### src/rtl/common.sv
// Shared types and defaults for the CPU clocking domain.
package common;

    // Run state of one divider channel.
    typedef enum logic {
        IDLE = 1'b0,
        RUN  = 1'b1
    } clk_div_state_t;

    // Default number of cycles from reset release to ready.
    localparam int CLK_DIV_LOCK_DEFAULT = 16;

    // Default divider geometry.
    localparam int CLK_DIV_CHANNELS_DEFAULT  = 2;
    localparam int CLK_DIV_DIV_W_DEFAULT     = 8;
    localparam int CLK_DIV_DIV_RESET_DEFAULT = 2;

endpackage : common

### src/rtl/clk_div_gen_channel.sv
// One divider channel: run state, period counter, active and pending divisor.
// Divisor changes and start/stop take effect only at period boundaries.
module clk_div_channel
    import common::*;
#(
    parameter int DIV_W     = CLK_DIV_DIV_W_DEFAULT,
    parameter int DIV_RESET = CLK_DIV_DIV_RESET_DEFAULT
) (
    input  logic             sys_clk_i,
    input  logic             reset_i,
    input  logic             ready_i,
    input  logic             run_i,
    input  logic [DIV_W-1:0] div_i,
    input  logic             div_load_i,
    output logic             ce_o,
    output logic             clk_o
);

    // A programmed divisor of 0 behaves as 1.
    function automatic logic [DIV_W-1:0] map_div(input logic [DIV_W-1:0] d);
        return (d == '0) ? DIV_W'(1) : d;
    endfunction

    localparam logic [DIV_W-1:0] DIV_RESET_V = map_div(DIV_W'(DIV_RESET));

    clk_div_state_t   act_r;
    logic [DIV_W-1:0] cnt_r;
    logic [DIV_W-1:0] div_r;
    logic [DIV_W-1:0] pend_r;
    logic             pend_v_r;

    logic             running;
    logic             boundary;
    logic [DIV_W:0]   half_d;
    logic             apply_en;
    logic [DIV_W-1:0] apply_val;

    assign running  = (act_r == RUN);
    assign boundary = running && (cnt_r == (div_r - DIV_W'(1)));

    // ceil(D/2) in one extra bit so the largest divisor does not wrap.
    assign half_d = ({1'b0, div_r} + (DIV_W + 1)'(1)) >> 1;

    // Outputs are decoded from registers only.
    assign ce_o  = running && (cnt_r == '0);
    assign clk_o = running && ({1'b0, cnt_r} < half_d);

    // Select whether and which divisor becomes active at the next edge.
    always_comb begin
        // NOTE: every signal gets a default first so no path leaves it unassigned and infers a latch.
        apply_en  = 1'b0;
        apply_val = pend_r;
        if (running) begin
            if (boundary) begin
                // A load landing on the boundary itself bypasses the pending register.
                apply_en  = div_load_i || pend_v_r;
                apply_val = div_load_i ? div_i : pend_r;
            end
        end else begin
            apply_en  = pend_v_r;
            apply_val = pend_r;
        end
    end

    // Divisor registers: pending capture and boundary-aligned activation.
    always_ff @(posedge sys_clk_i) begin
        // NOTE: sequential state uses non-blocking assignments so every register samples pre-edge values.
        if (reset_i) begin
            div_r    <= DIV_RESET_V;
            pend_r   <= '0;
            pend_v_r <= 1'b0;
        end else begin
            if (apply_en) begin
                div_r <= map_div(apply_val);
            end
            if (div_load_i && !boundary) begin
                // Last load wins until the value is applied.
                pend_r   <= div_i;
                pend_v_r <= 1'b1;
            end else if (apply_en) begin
                pend_v_r <= 1'b0;
            end
        end
    end

    // Run state and period counter; a stop request waits for the period to end.
    always_ff @(posedge sys_clk_i) begin
        if (reset_i) begin
            act_r <= IDLE;
            cnt_r <= '0;
        end else begin
            unique case (act_r)
                IDLE: begin
                    cnt_r <= '0;
                    if (run_i && ready_i) begin
                        act_r <= RUN;
                    end
                end
                RUN: begin
                    if (boundary) begin
                        cnt_r <= '0;
                        if (!run_i) begin
                            act_r <= IDLE;
                        end
                    end else begin
                        cnt_r <= cnt_r + DIV_W'(1);
                    end
                end
                default: begin
                    act_r <= IDLE;
                    cnt_r <= '0;
                end
            endcase
        end
    end

endmodule : clk_div_channel

### src/rtl/clk_div_gen.sv
// Multi-channel clock-enable generator with a post-reset lock timer.
// Holds the lock timer and fans ports out to one channel per divider.
module clk_div_gen
    import common::*;
#(
    parameter int CHANNELS    = CLK_DIV_CHANNELS_DEFAULT,
    parameter int DIV_W       = CLK_DIV_DIV_W_DEFAULT,
    parameter int LOCK_CYCLES = CLK_DIV_LOCK_DEFAULT,
    parameter int DIV_RESET   = CLK_DIV_DIV_RESET_DEFAULT
) (
    input  logic                            sys_clk_i,
    input  logic                            reset_i,
    input  logic [CHANNELS-1:0][DIV_W-1:0]  div_i,
    input  logic [CHANNELS-1:0]             div_load_i,
    input  logic [CHANNELS-1:0]             run_i,
    output logic [CHANNELS-1:0]             ce_o,
    output logic [CHANNELS-1:0]             clk_o,
    output logic                            ready_o
);

    localparam int LOCK_W = $clog2(LOCK_CYCLES + 1);

    generate
        if (LOCK_CYCLES < 1) begin : g_bad_lock
            $error("clk_div_gen: LOCK_CYCLES must be at least 1");
        end
    endgenerate

    logic [LOCK_W-1:0] lock_cnt_r;
    logic              ready_r;

    // Lock timer: ready rises on the LOCK_CYCLES-th edge after reset release and then holds.
    always_ff @(posedge sys_clk_i) begin
        if (reset_i) begin
            lock_cnt_r <= '0;
            ready_r    <= 1'b0;
        end else if (!ready_r) begin
            lock_cnt_r <= lock_cnt_r + LOCK_W'(1);
            if (lock_cnt_r == LOCK_W'(LOCK_CYCLES - 1)) begin
                ready_r <= 1'b1;
            end
        end
    end

    assign ready_o = ready_r;

    // One independent divider per channel.
    generate
        for (genvar n = 0; n < CHANNELS; n++) begin : g_chan
            clk_div_channel #(
                .DIV_W     (DIV_W),
                .DIV_RESET (DIV_RESET)
            ) u_chan (
                .sys_clk_i  (sys_clk_i),
                .reset_i    (reset_i),
                .ready_i    (ready_r),
                .run_i      (run_i[n]),
                .div_i      (div_i[n]),
                .div_load_i (div_load_i[n]),
                .ce_o       (ce_o[n]),
                .clk_o      (clk_o[n])
            );
        end
    endgenerate

endmodule : clk_div_gen

### config.mk
export PLATFORM = sky130hd
export DESIGN_NAME = clk_div_gen
export DESIGN_NICKNAME = d
export VERILOG_FILES = /design/src/rtl/common.sv /design/src/rtl/clk_div_gen_channel.sv /design/src/rtl/clk_div_gen.sv
export SDC_FILE = /design/constraint.sdc
export NUM_CORES = 1
export LEC_CHECK = 0
export CORE_MARGIN = 2
export CORE_UTILIZATION = 30
export CTS_CLUSTER_SIZE = 30
export DETAILED_ROUTE_END_ITERATION = 8
export GPL_TIMING_DRIVEN = 0
export PLACE_DENSITY = 0.57
export SLEW_MARGIN = 0
export SYNTH_ARGS = -nofsm -noshare
export SYNTH_HDL_FRONTEND = slang
export SYNTH_SLANG_ARGS = --single-unit
### constraint.sdc
create_clock -name sys_clk_i -period 2.6 [get_ports sys_clk_i]
set_clock_uncertainty 0.05 [all_clocks]
set_input_delay 0.39 -clock sys_clk_i [delete_from_list [all_inputs] [get_ports sys_clk_i]]
set_output_delay 0.39 -clock sys_clk_i [all_outputs]
set_load 0.01 [all_outputs]
==> results.cfg, run 1 <==
[pwr]
p_int_mw = 1.766
p_leak_nw = 1.853
clkPwrFrac = 0.450
p_sw_mw = 0.5999
seq_power_share = 0.404
power_density_nw_per_um2 = 512.7
comb_power_share = 0.146
ir_worst_vdd_uv = 263.3
sw_frac_of_total = 0.2535

[sta]
worst_slew_pin_slew_ns = 0.5080
period_share = 1.055
fin_ws_ns = -0.1425
max_slew_margin = 0.6613
hold_slack_ns = 0.4169
fin_tns_setup_ns = -0.2748
slew_viol_final = 0
hold_viol = 0
fmax_ghz = 0.3646
setup_violations = 2
rsz0062_at_grt = true
period_minus_slack_ns = 2.743

[die]
initial_utilization = 0.3058
dieArea_um2 = 13040
io_pins = 27
die_h_um = 114.2
rows = 40
core-area_um2 = 11910
die_width_um = 114.2

[run_status]
violations = setup timing
status = finished with violations

[min_path]
worst_hold_path_type = reg2reg

[cells_and_area]
drive_gt1_frac = 0.1861
fin_nets = 503
n_antenna_cell = 0
syn_to_final_growth_pct = 26.69
num-fill-cells = 1214
instances_no_fill = 609
seq_area_um2 = 1180
multiInputGateArea_um2 = 2427

[synthesis]
synth_area_per_cell_um2 = 8.862
synth_compound_area_frac = 0.1494
synth-seq-area-share = 0.3188
synth_top_family_by_area = simple AND/OR/NAND/NOR gates
ys.flop_type = dfxtp_1
synthCells = 411
synth_xor_area_frac = 0.1130
yosysWarnings = 0
netlist_area_um2 = 3642
yosysUniqueCellTypes = 56
async_flop_share = 0
synth-seq-cells = 58
synth-simple-area-share = 0.1900
synth_mux_area_frac = 0.09138
synth_fa_ha_area_frac = 0.08245
synth_nets = 457
synth_edf_count = 0

[critical_path]
slowest_delay_ns = 0.35
arrival_ns = 2.30
crit_path_max_fanout = 2
slowest_stage = dfxtp_4
crit_path_end_kind = primary output
required_ns = 2.16
path_cells = ha_4 > xnor2_2 > ha_1 > a21o_1 > a21o_1 > a21o_1 > a21o_1 > a21o_1 > a31oi_1 > buf_2
crit_top_cell = a21o_1
cp_num_buf_inv = 1
worstSetupPathType = reg2out
critPathTopFamily = compound AO/OA/AOI/OAI gates
critPathLaunchType = flop

[grt]
antenna_found_initial = 0
grtUsageTotal = 0.1324
grt_max_degree = 11
first_global_vias = 2902
overflow = 0
grt_pass1_wl_mm = 13.86

[detailed_routing]
initialDrtViolationCount = 112
dr.pass1.iters = 4
drc_errors = 0
drt-total-wl_mm = 8.114
drtAntennaViolNets = 0
vias = 3006
wl_per_cell_um = 13.32
vias_per_cell = 4.936

[place]
dp.cells = 584
gp_congestion = 0.8221
dp_hpwl_mm = 5.936
port_buffers = 26

[clock_network]
hold_buffers = 0
cts.path.max_buffers = 2
cts-root-buf = clkbuf_16
clkLatencyLatePin_ns = 0.32
cts_tree = yes
cts_sinks = 58
cts_made_buffers = 9
h-tree-depth = 3
clk_pin_slew_worst_paths_ns = 0.05

[flow_run]
max_cap_violations = 0
[worst reg2reg max path, delay by kind of cell (launching register included)]
family	cells	cell delay, ns
AOI/OAI and AO/OA	4	1.02
adders and majority gates	1	0.22
buffers and inverters	3	0.46
DFF	1	0.35
and+or+nand+nor	3	0.31
[registers in the layout, summed over array words and instances, names as in the netlist]
register                count
g_chan.u_chan.cnt_r        16
g_chan.u_chan.div_r        16
lock_cnt_r                  5
g_chan.u_chan.act_r         2
ready_o                     1
g_chan.u_chan.pend_r       16
g_chan.u_chan.pend_v_r      2
[cell usage in the layout, fill, tap and decap left out, types with 4 or more instances in the layout]
cell type	count
a211o_1	4
a21o_1	11
a21oi_1	17
and3_1	6
buf_2	5
buf_4	18
clkbuf_1	7
clkbuf_16	9
clkdlybuf4s50_1	24
dfxtp_1	51
dfxtp_4	4
ha_1	20
ha_4	4
inv_1	19
mux2_2	6
mux2i_1	25
nand2_1	13
nand3_1	17
nor2_1	52
nor2b_1	4
nor3_1	9
nor4_1	6
o21a_1	6
o2bb2ai_1	6
xnor2_1	26
xor2_1	20
[repair_timing]
item | CTS | global route
endpoints found under the setup margin | 52 | 42
pin swaps | 12 | 5
resized for setup | 33 | 22
buffers inserted | 10 | 4
[logic make-up (layout without fill, tap and decap cells)]
group                    after synthesis  count (layout)
AND/OR/NAND/NOR                      133             133
AO/OA/AOI/OAI                         72              72
flip-flops                            58              58
XOR/XNOR                              47              47
buffers and inverters                 45              96
multiplexers                          32              32
adder cells (fa/ha/maj)               24              24
[metal layers]
layer	global-route usage	routed length, um	vias up	part of all wire
met4	0.05447	152	0	0.019
met5	0	0	-	0
met1	0.1672	3904	1413	0.48
li1	-	-	1533	-
met3	0.02965	305	10	0.038
met2	0.2183	3751	50	0.46
[area by class of cell]
cell class / count / share of cell area
repair buffers: 40 / 0.07701
inverters: 20 / 0.01627
flip-flops and latches: 58 / 0.2557
plain buffers: 20 / 0.02603
clock buffers: 11 / 0.05260
multi-input cells: 308 / 0.5260
clock inverters: 5 / 0.006508
well taps: 147 / 0.03986
[power groups by stage]
| stage | Sequential [mW] | Clock [mW] | Combinational, mW |
|---|---|---|---|
| CTS | 0.955 | 1.10 | 0.327 |
| global route | 0.959 | 1.13 | 0.383 |
| floorplan | 0.965 | 0 | 0.217 |
| detailed placement | 0.974 | 0 | 0.299 |
| global placement | 0.972 | 0 | 0.295 |
| finish | 0.955 | 1.07 | 0.345 |
[worst paths after layout]
kind                              from                        end  slack [ns]  depth (start not counted)
max reg2reg  g_chan[1].u_chan.div_r[0]  g_chan[1].u_chan.div_r[0]        0.07                         11
min          g_chan[0].u_chan.pend_v_r  g_chan[0].u_chan.pend_v_r        0.42                          2
min reg2reg  g_chan[0].u_chan.pend_v_r  g_chan[0].u_chan.pend_v_r        0.42                          2
max          g_chan[0].u_chan.div_r[0]                   clk_o[0]       -0.14                         10
[per-stage QoR]
step / setup WS (ns) / power (mW) / area, um2 / util
after floorplan: 0.01986 / 1.182 / 3642 / -
after global placement: -0.6528 / 1.268 / 4086 / 0.3431
after detailed placement: -0.6441 / 1.273 / 4086 / 0.3431
after CTS: -0.1532 / 2.382 / 4494 / 0.3773
after global routing: -0.2761 / 2.469 / 4614 / 0.3874
final: -0.1425 / 2.366 / 4614 / 0.3874
[synthesized netlist by cell type (all sizes together), types with 11 or more instances]
master | count | share of area
a21o | 11 | 0.023
a21oi | 18 | 0.026
buf | 16 | 0.025
dfxtp | 58 | 0.32
ha | 24 | 0.082
inv | 20 | 0.021
mux2i | 25 | 0.069
nand2 | 13 | 0.013
nand3 | 19 | 0.030
nor2 | 52 | 0.054
nor3 | 12 | 0.020
xnor2 | 27 | 0.065
xor2 | 20 | 0.048
(Power assumes the default switching activity.)
==> run 2: changes to the inputs <==
--- a/config.mk
+++ b/config.mk
@@ -5,12 +5,14 @@
 export SDC_FILE = /design/constraint.sdc
 export NUM_CORES = 1
 export LEC_CHECK = 0
+export CELL_PAD_IN_SITES_DETAIL_PLACEMENT = 1
+export CELL_PAD_IN_SITES_GLOBAL_PLACEMENT = 2
 export CORE_MARGIN = 2
 export CORE_UTILIZATION = 30
 export CTS_CLUSTER_SIZE = 30
 export DETAILED_ROUTE_END_ITERATION = 8
 export GPL_TIMING_DRIVEN = 0
-export PLACE_DENSITY = 0.57
+export PLACE_DENSITY = 0.79
 export SLEW_MARGIN = 0
 export SYNTH_ARGS = -nofsm -noshare
 export SYNTH_HDL_FRONTEND = slang
==> run 2 against run 1 <==
The run still ends with setup timing left. Maximum frequency decreased by 4.1%. Sequential power about the same. Hold slack improved by 0.015 ns. Clock power about the same. Critical path depth unchanged. Final area increased by 1.3%. Register-to-register slack improved by 0.05 ns. Die area unchanged. First-iteration DRC count decreased by 9.8%. Count of clock-buffer cells in the layout unchanged. Worst setup slack got worse by 0.12 ns. Critical path type unchanged.
==> results.cfg, run 2 (synthesis gave the netlist of run 1 again) <==
[run_status]
status = finished with violations
violations = setup timing

[cells_and_area]
drive_gt1_frac = 0.2009
num-fill-cells = 1410
biggestRegsByFlops = g_chan.u_chan.cnt_r: 16 flops, g_chan.u_chan.div_r: 16 flops, g_chan.u_chan.pend_r: 16 flops
fin_nets = 504
multiInputGateArea_um2 = 2460
syn_to_final_growth_pct = 28.34
final_common_cell = nor2_1
seq_area_um2 = 1179
postLayoutCoreUtil = 0.3924
most-common-layout-cells = nor2_1 (52), dfxtp_1 (50), mux2i_1 (25), xnor2_1 (24), clkdlybuf4s50_1 (24)
n_antenna_cell = 0

[clock_network]
h-tree-depth = 3
cts_sinks = 58
cts_made_buffers = 9
cts.path.max_buffers = 2
clk_pin_slew_worst_paths_ns = 0.05
cts-root-buf = clkbuf_16
hold_buffers = 0
clkLatencyLatePin_ns = 0.33
cts_tree = yes

[sta]
period_minus_slack_ns = 2.860
fin_tns_setup_ns = -0.4591
period_share = 1.100
fin_ws_ns = -0.2600
max_slew_margin = 0.6516
slew_viol_final = 0
rsz0062_at_grt = true
fmax_ghz = 0.3496
worst_slew_pin_slew_ns = 0.5226
setup_violations = 2
hold_viol = 0

[die]
die_h_um = 114.2
io_pins = 27
initial_utilization = 0.3058
core-area_um2 = 11910
die_width_um = 114.2
dieArea_um2 = 13040
rows = 40

[critical_path]
required_ns = 2.16
worstSetupPathType = reg2out
arrival_ns = 2.42
path_cells = ha_4 > xnor2_2 > ha_1 > a21o_1 > a21o_1 > a21o_1 > a21o_1 > a21o_1 > a31oi_2 > buf_2
crit_path_max_fanout = 4
critPathLaunchType = flop
crit_path_end_kind = primary output
slowest_stage = dfxtp_4
slowest_delay_ns = 0.36
crit_top_cell = a21o_1

[place]
dp_slack_ns = -0.6732
port_buffers = 26
dp_hpwl_mm = 6.856
gp_congestion = 0.7573

[detailed_routing]
vias_per_cell = 4.982
initialDrtViolationCount = 101
dr.pass1.iters = 4
drt-total-wl_mm = 9.110
wl_per_cell_um = 14.93
drtAntennaViolNets = 0
vias = 3039
drc_errors = 0

[pwr]
p_int_mw = 1.778
fin_total_pwr_mw = 2.403
ir_worst_vdd_uv = 255.8
p_leak_nw = 1.872
power_density_nw_per_um2 = 514.1
clkPwrFrac = 0.450
comb_power_share = 0.151
seq_power_share = 0.399
p_sw_mw = 0.6249
sw_frac_of_total = 0.2600

[grt]
first_global_vias = 3175
grt_pass1_wl_mm = 15.57
grt_max_degree = 16
overflow = 0
grtUsageTotal = 0.1510
antenna_found_initial = 0

[flow_run]
max_cap_violations = 0

[min_path]
worst_hold_path_type = reg2reg
## run 2: changes by cell type in the layout (fill, tap and decap cells not counted), sizes merged
cell,previous run,this run
clkbuf,18,16
buf,29,32
## run 2: area by class of cell
class | count | share of cell area
clock inverters | 5 | 0.006424
clock buffers | 11 | 0.05193
well taps | 147 | 0.03935
flip-flops and latches | 58 | 0.2521
plain buffers | 18 | 0.02489
multi-input cells | 308 | 0.5262
inverters | 20 | 0.01660
repair buffers | 43 | 0.08244
## run 2: critical path, delay by kind of cell, from the launching register on
| kind | cells | cell delay [ns] |
|---|---|---|
| buf+inv | 1 | 0.16 |
| xor+xnor | 1 | 0.13 |
| flops | 1 | 0.36 |
| compound gates | 6 | 0.97 |
| fa+ha+maj | 2 | 0.47 |
## run 2: what timing repair did
action,4_1_cts,5_1_grt
pin swaps,18,6
setup buffers,12,5
cloned,0,0
endpoints found under the setup margin,54,46
resized for setup,40,21
## run 2: path summary, 6_finish.rpt
| check | start | endpoint | slack, ns | depth (start not counted) |
|---|---|---|---|---|
| setup / recovery | g_chan[0].u_chan.div_r[1] | clk_o[0] | -0.26 | 10 |
| hold / removal | g_chan[0].u_chan.pend_v_r | g_chan[0].u_chan.pend_v_r | 0.43 | 2 |
| setup reg to reg | g_chan[0].u_chan.div_r[0] | g_chan[0].u_chan.pend_r[0] | 0.12 | 12 |
| hold reg to reg | g_chan[0].u_chan.pend_v_r | g_chan[0].u_chan.pend_v_r | 0.43 | 2 |
## run 2: power by group through the flow
stage | clock network (mW) | logic, mW | registers, mW
5_1_grt | 1.16 | 0.401 | 0.963
6_report | 1.08 | 0.364 | 0.958
3_3_place_gp | 0 | 0.298 | 0.974
2_1_floorplan | 0 | 0.217 | 0.965
3_5_place_dp | 0 | 0.305 | 0.975
4_1_cts | 1.12 | 0.341 | 0.956
## run 2: metal layers
layer	routed length [um]	track usage	vias to the layer above
li1	-	-	1535
met1	4150	0.1781	1454
met2	4552	0.2635	33
met3	214	0.03176	17
met4	191	0.06748	0
met5	0	0	-
## run 2: per-stage QoR
stage / cells / cell area (um2) / hold WS [ns]
2_1_floorplan: 411 / 3642 / 0.3981
3_3_place_gp: 584 / 4086 / 0.4071
3_5_place_dp: 584 / 4086 / 0.4314
4_1_cts: 607 / 4547 / 0.4378
5_1_grt: 610 / 4674 / 0.4640
6_report: 610 / 4674 / 0.4324
==> run 3: changes to the inputs <==
--- a/config.mk
+++ b/config.mk
@@ -9,10 +9,10 @@
 export CELL_PAD_IN_SITES_GLOBAL_PLACEMENT = 2
 export CORE_MARGIN = 2
 export CORE_UTILIZATION = 30
-export CTS_CLUSTER_SIZE = 30
 export DETAILED_ROUTE_END_ITERATION = 8
 export GPL_TIMING_DRIVEN = 0
-export PLACE_DENSITY = 0.79
+export PLACE_DENSITY = 0.76
+export SETUP_SLACK_MARGIN = 0.1
 export SLEW_MARGIN = 0
 export SYNTH_ARGS = -nofsm -noshare
 export SYNTH_HDL_FRONTEND = slang
==> constraint.sdc (replaced) <==
create_clock -name sys_clk_i -period 3.33 [get_ports sys_clk_i]
set_clock_uncertainty 0.05 [all_clocks]
set_input_delay 0.4995 -clock sys_clk_i [delete_from_list [all_inputs] [get_ports sys_clk_i]]
set_output_delay 0.4995 -clock sys_clk_i [all_outputs]
set_load 0.01 [all_outputs]
==> run 3 against run 2 <==
The flow now finishes without violations. Sequential power down 22%. Via count grew 0.13%. Wire length grew 2.3%. Combinational power is 29% lower. First-iteration DRC count is 4.0% lower. Global-route usage is 0.71 points higher. Largest cell class unchanged.
==> results.cfg, run 3 (synthesis gave the netlist of run 1 again) <==
[run_status]
status = completed

[critical_path]
crit_path_max_fanout = 6
slowest_delay_ns = 0.37
required_ns = 2.78
r2r_cells = 10
crit_path_end_kind = primary output
r2r_end = g_chan[1].u_chan.div_r[3]
critPathLaunchType = flop
worstSetupPathType = reg2out
slowest_stage = dfxtp_4
path_cells = ha_4 > xnor2_2 > ha_1 > a21o_1 > a21o_1 > a21o_1 > a21o_1 > a21o_1 > a31oi_1 > buf_4 > buf_2
arrival_ns = 2.59
reg2reg_setup_slack_ns = 0.38
crit_top_cell = a21o_1
rr_startpoint = g_chan[1].u_chan.div_r[0]

[grt]
grt_most_used_layer = met2
overflow = 0
met1_usage = 0.1932
use_met2 = 0.2706
grt_max_degree = 11
use_met3 = 0.02965
grtUsageTotal = 0.1582
grt_pass1_wl_mm = 16.30
antenna_found_initial = 0
first_global_vias = 3263

[min_path]
min_path_cells = 2
worst_hold_path_type = reg2reg
min_to = g_chan[0].u_chan.pend_v_r
hp-start = g_chan[0].u_chan.pend_v_r

[pwr]
power_density_nw_per_um2 = 414.5
p_leak_nw = 1.800
ir_worst_vdd_uv = 160.5
fin_total_pwr_mw = 1.861

[cells_and_area]
most-common-layout-cells = nor2_1 (52), dfxtp_1 (52), xnor2_1 (26), mux2i_1 (25), clkdlybuf4s50_1 (24)
postLayoutCoreUtil = 0.3769
fin_nets = 498
fin_area_um2 = 4489
biggestRegsByFlops = g_chan.u_chan.cnt_r: 16 flops, g_chan.u_chan.div_r: 16 flops, g_chan.u_chan.pend_r: 16 flops
syn_to_final_growth_pct = 23.26
n_antenna_cell = 0
num-fill-cells = 1388
drive_gt1_frac = 0.1444

[die]
io_pins = 27
initial_utilization = 0.3058
core-area_um2 = 11910
rows = 40
die_width_um = 114.2
die_h_um = 114.2
dieArea_um2 = 13040

[detailed_routing]
drtAntennaViolNets = 0
vias = 3043
drt-total-wl_mm = 9.315
drc_errors = 0
initialDrtViolationCount = 97
dr.pass1.iters = 4
wl_per_cell_um = 15.42
vias_per_cell = 5.038

[sta]
max_slew_margin = 0.6382
period_share = 0.9415
fmax_ghz = 0.3190
rsz0062_at_grt = true
worst_slew_pin_slew_ns = 0.5427
hold_slack_ns = 0.4309
setup_violations = 0
period_minus_slack_ns = 3.135
slew_viol_final = 0
hold_viol = 0

[clock_network]
clk_pin_slew_worst_paths_ns = 0.05
cts-root-buf = clkbuf_16
h-tree-depth = 3
clkLatencyLatePin_ns = 0.33
cts_made_buffers = 9
cts_tree = yes
cts.path.max_buffers = 2
cts_sinks = 58

[flow_run]
max_cap_violations = 0

[place]
gp_congestion = 0.7724
port_buffers = 26
place_area_um2 = 4086
dp_hpwl_mm = 6.996
-- run 3: per-stage QoR --
step	setup WS [ns]	TNS, ns	instances
after floorplan	0.6800	0	411
after global placement	-0.1401	-0.2493	584
after detailed placement	-0.1374	-0.2556	584
after CTS	0.09209	0	602
after global routing	0.06567	0	604
final	0.1948	0	604
-- run 3: routing by layer --
layer | share of wire | up-vias
met5 | 0 | -
met3 | 0.024 | 15
met4 | 0.025 | 0
li1 | - | 1526
met1 | 0.47 | 1471
met2 | 0.48 | 31
-- run 3: worst max path at each step --
| stage | startpoint | to | slack, ns | cells after the start |
|---|---|---|---|---|
| global placement | g_chan[1].u_chan.div_r[0] | clk_o[1] | -0.14 | 10 |
| global route | g_chan[1].u_chan.div_r[1] | clk_o[1] | 0.07 | 11 |
| finish | g_chan[1].u_chan.div_r[1] | clk_o[1] | 0.19 | 11 |
| detailed placement | g_chan[1].u_chan.div_r[0] | clk_o[1] | -0.14 | 10 |
| CTS | g_chan[1].u_chan.div_r[2] | clk_o[1] | 0.09 | 11 |
| floorplan | g_chan[1].u_chan.div_r[0] | g_chan[1].u_chan.div_r[2] | 0.68 | 10 |
-- run 3: critical path: cells and delay by family (launching register included) --
family,cells,cell delay [ns]
adders and majority gates,2,0.47
buffers and inverters,2,0.25
xor gates and xnor gates,1,0.13
DFF,1,0.37
AOI/OAI and AO/OA,6,1.04
-- run 3: where the power goes --
group          leakage (nW)  total (mW)  switching, mW  internal, mW
Clock                 0.131       0.854          0.336         0.519
Sequential            0.476       0.747         0.0260         0.721
Combinational          1.19       0.259          0.128         0.131
Total                  1.80        1.86          0.490          1.37
-- run 3: repair_timing --
item	in CTS	in global routing
setup buffers	2	2
pin swaps	1	2
endpoints found under the setup margin	2	3
cloned	0	0
hold buffers	0	0
gates resized for setup	23	9
-- run 3: layout make-up --
| class | count | area, um2 | area share |
|---|---|---|---|
| inverter | 20 | 75.07 | 0.01672 |
| buffer | 25 | 141.4 | 0.03149 |
| sequential | 58 | 1176 | 0.2620 |
| tap | 147 | 183.9 | 0.04097 |
| clock buffer | 11 | 242.7 | 0.05407 |
| clock inverter | 5 | 30.03 | 0.006689 |
| multi-input combinational | 308 | 2360 | 0.5256 |
| timing repair buffer | 30 | 280.3 | 0.06243 |
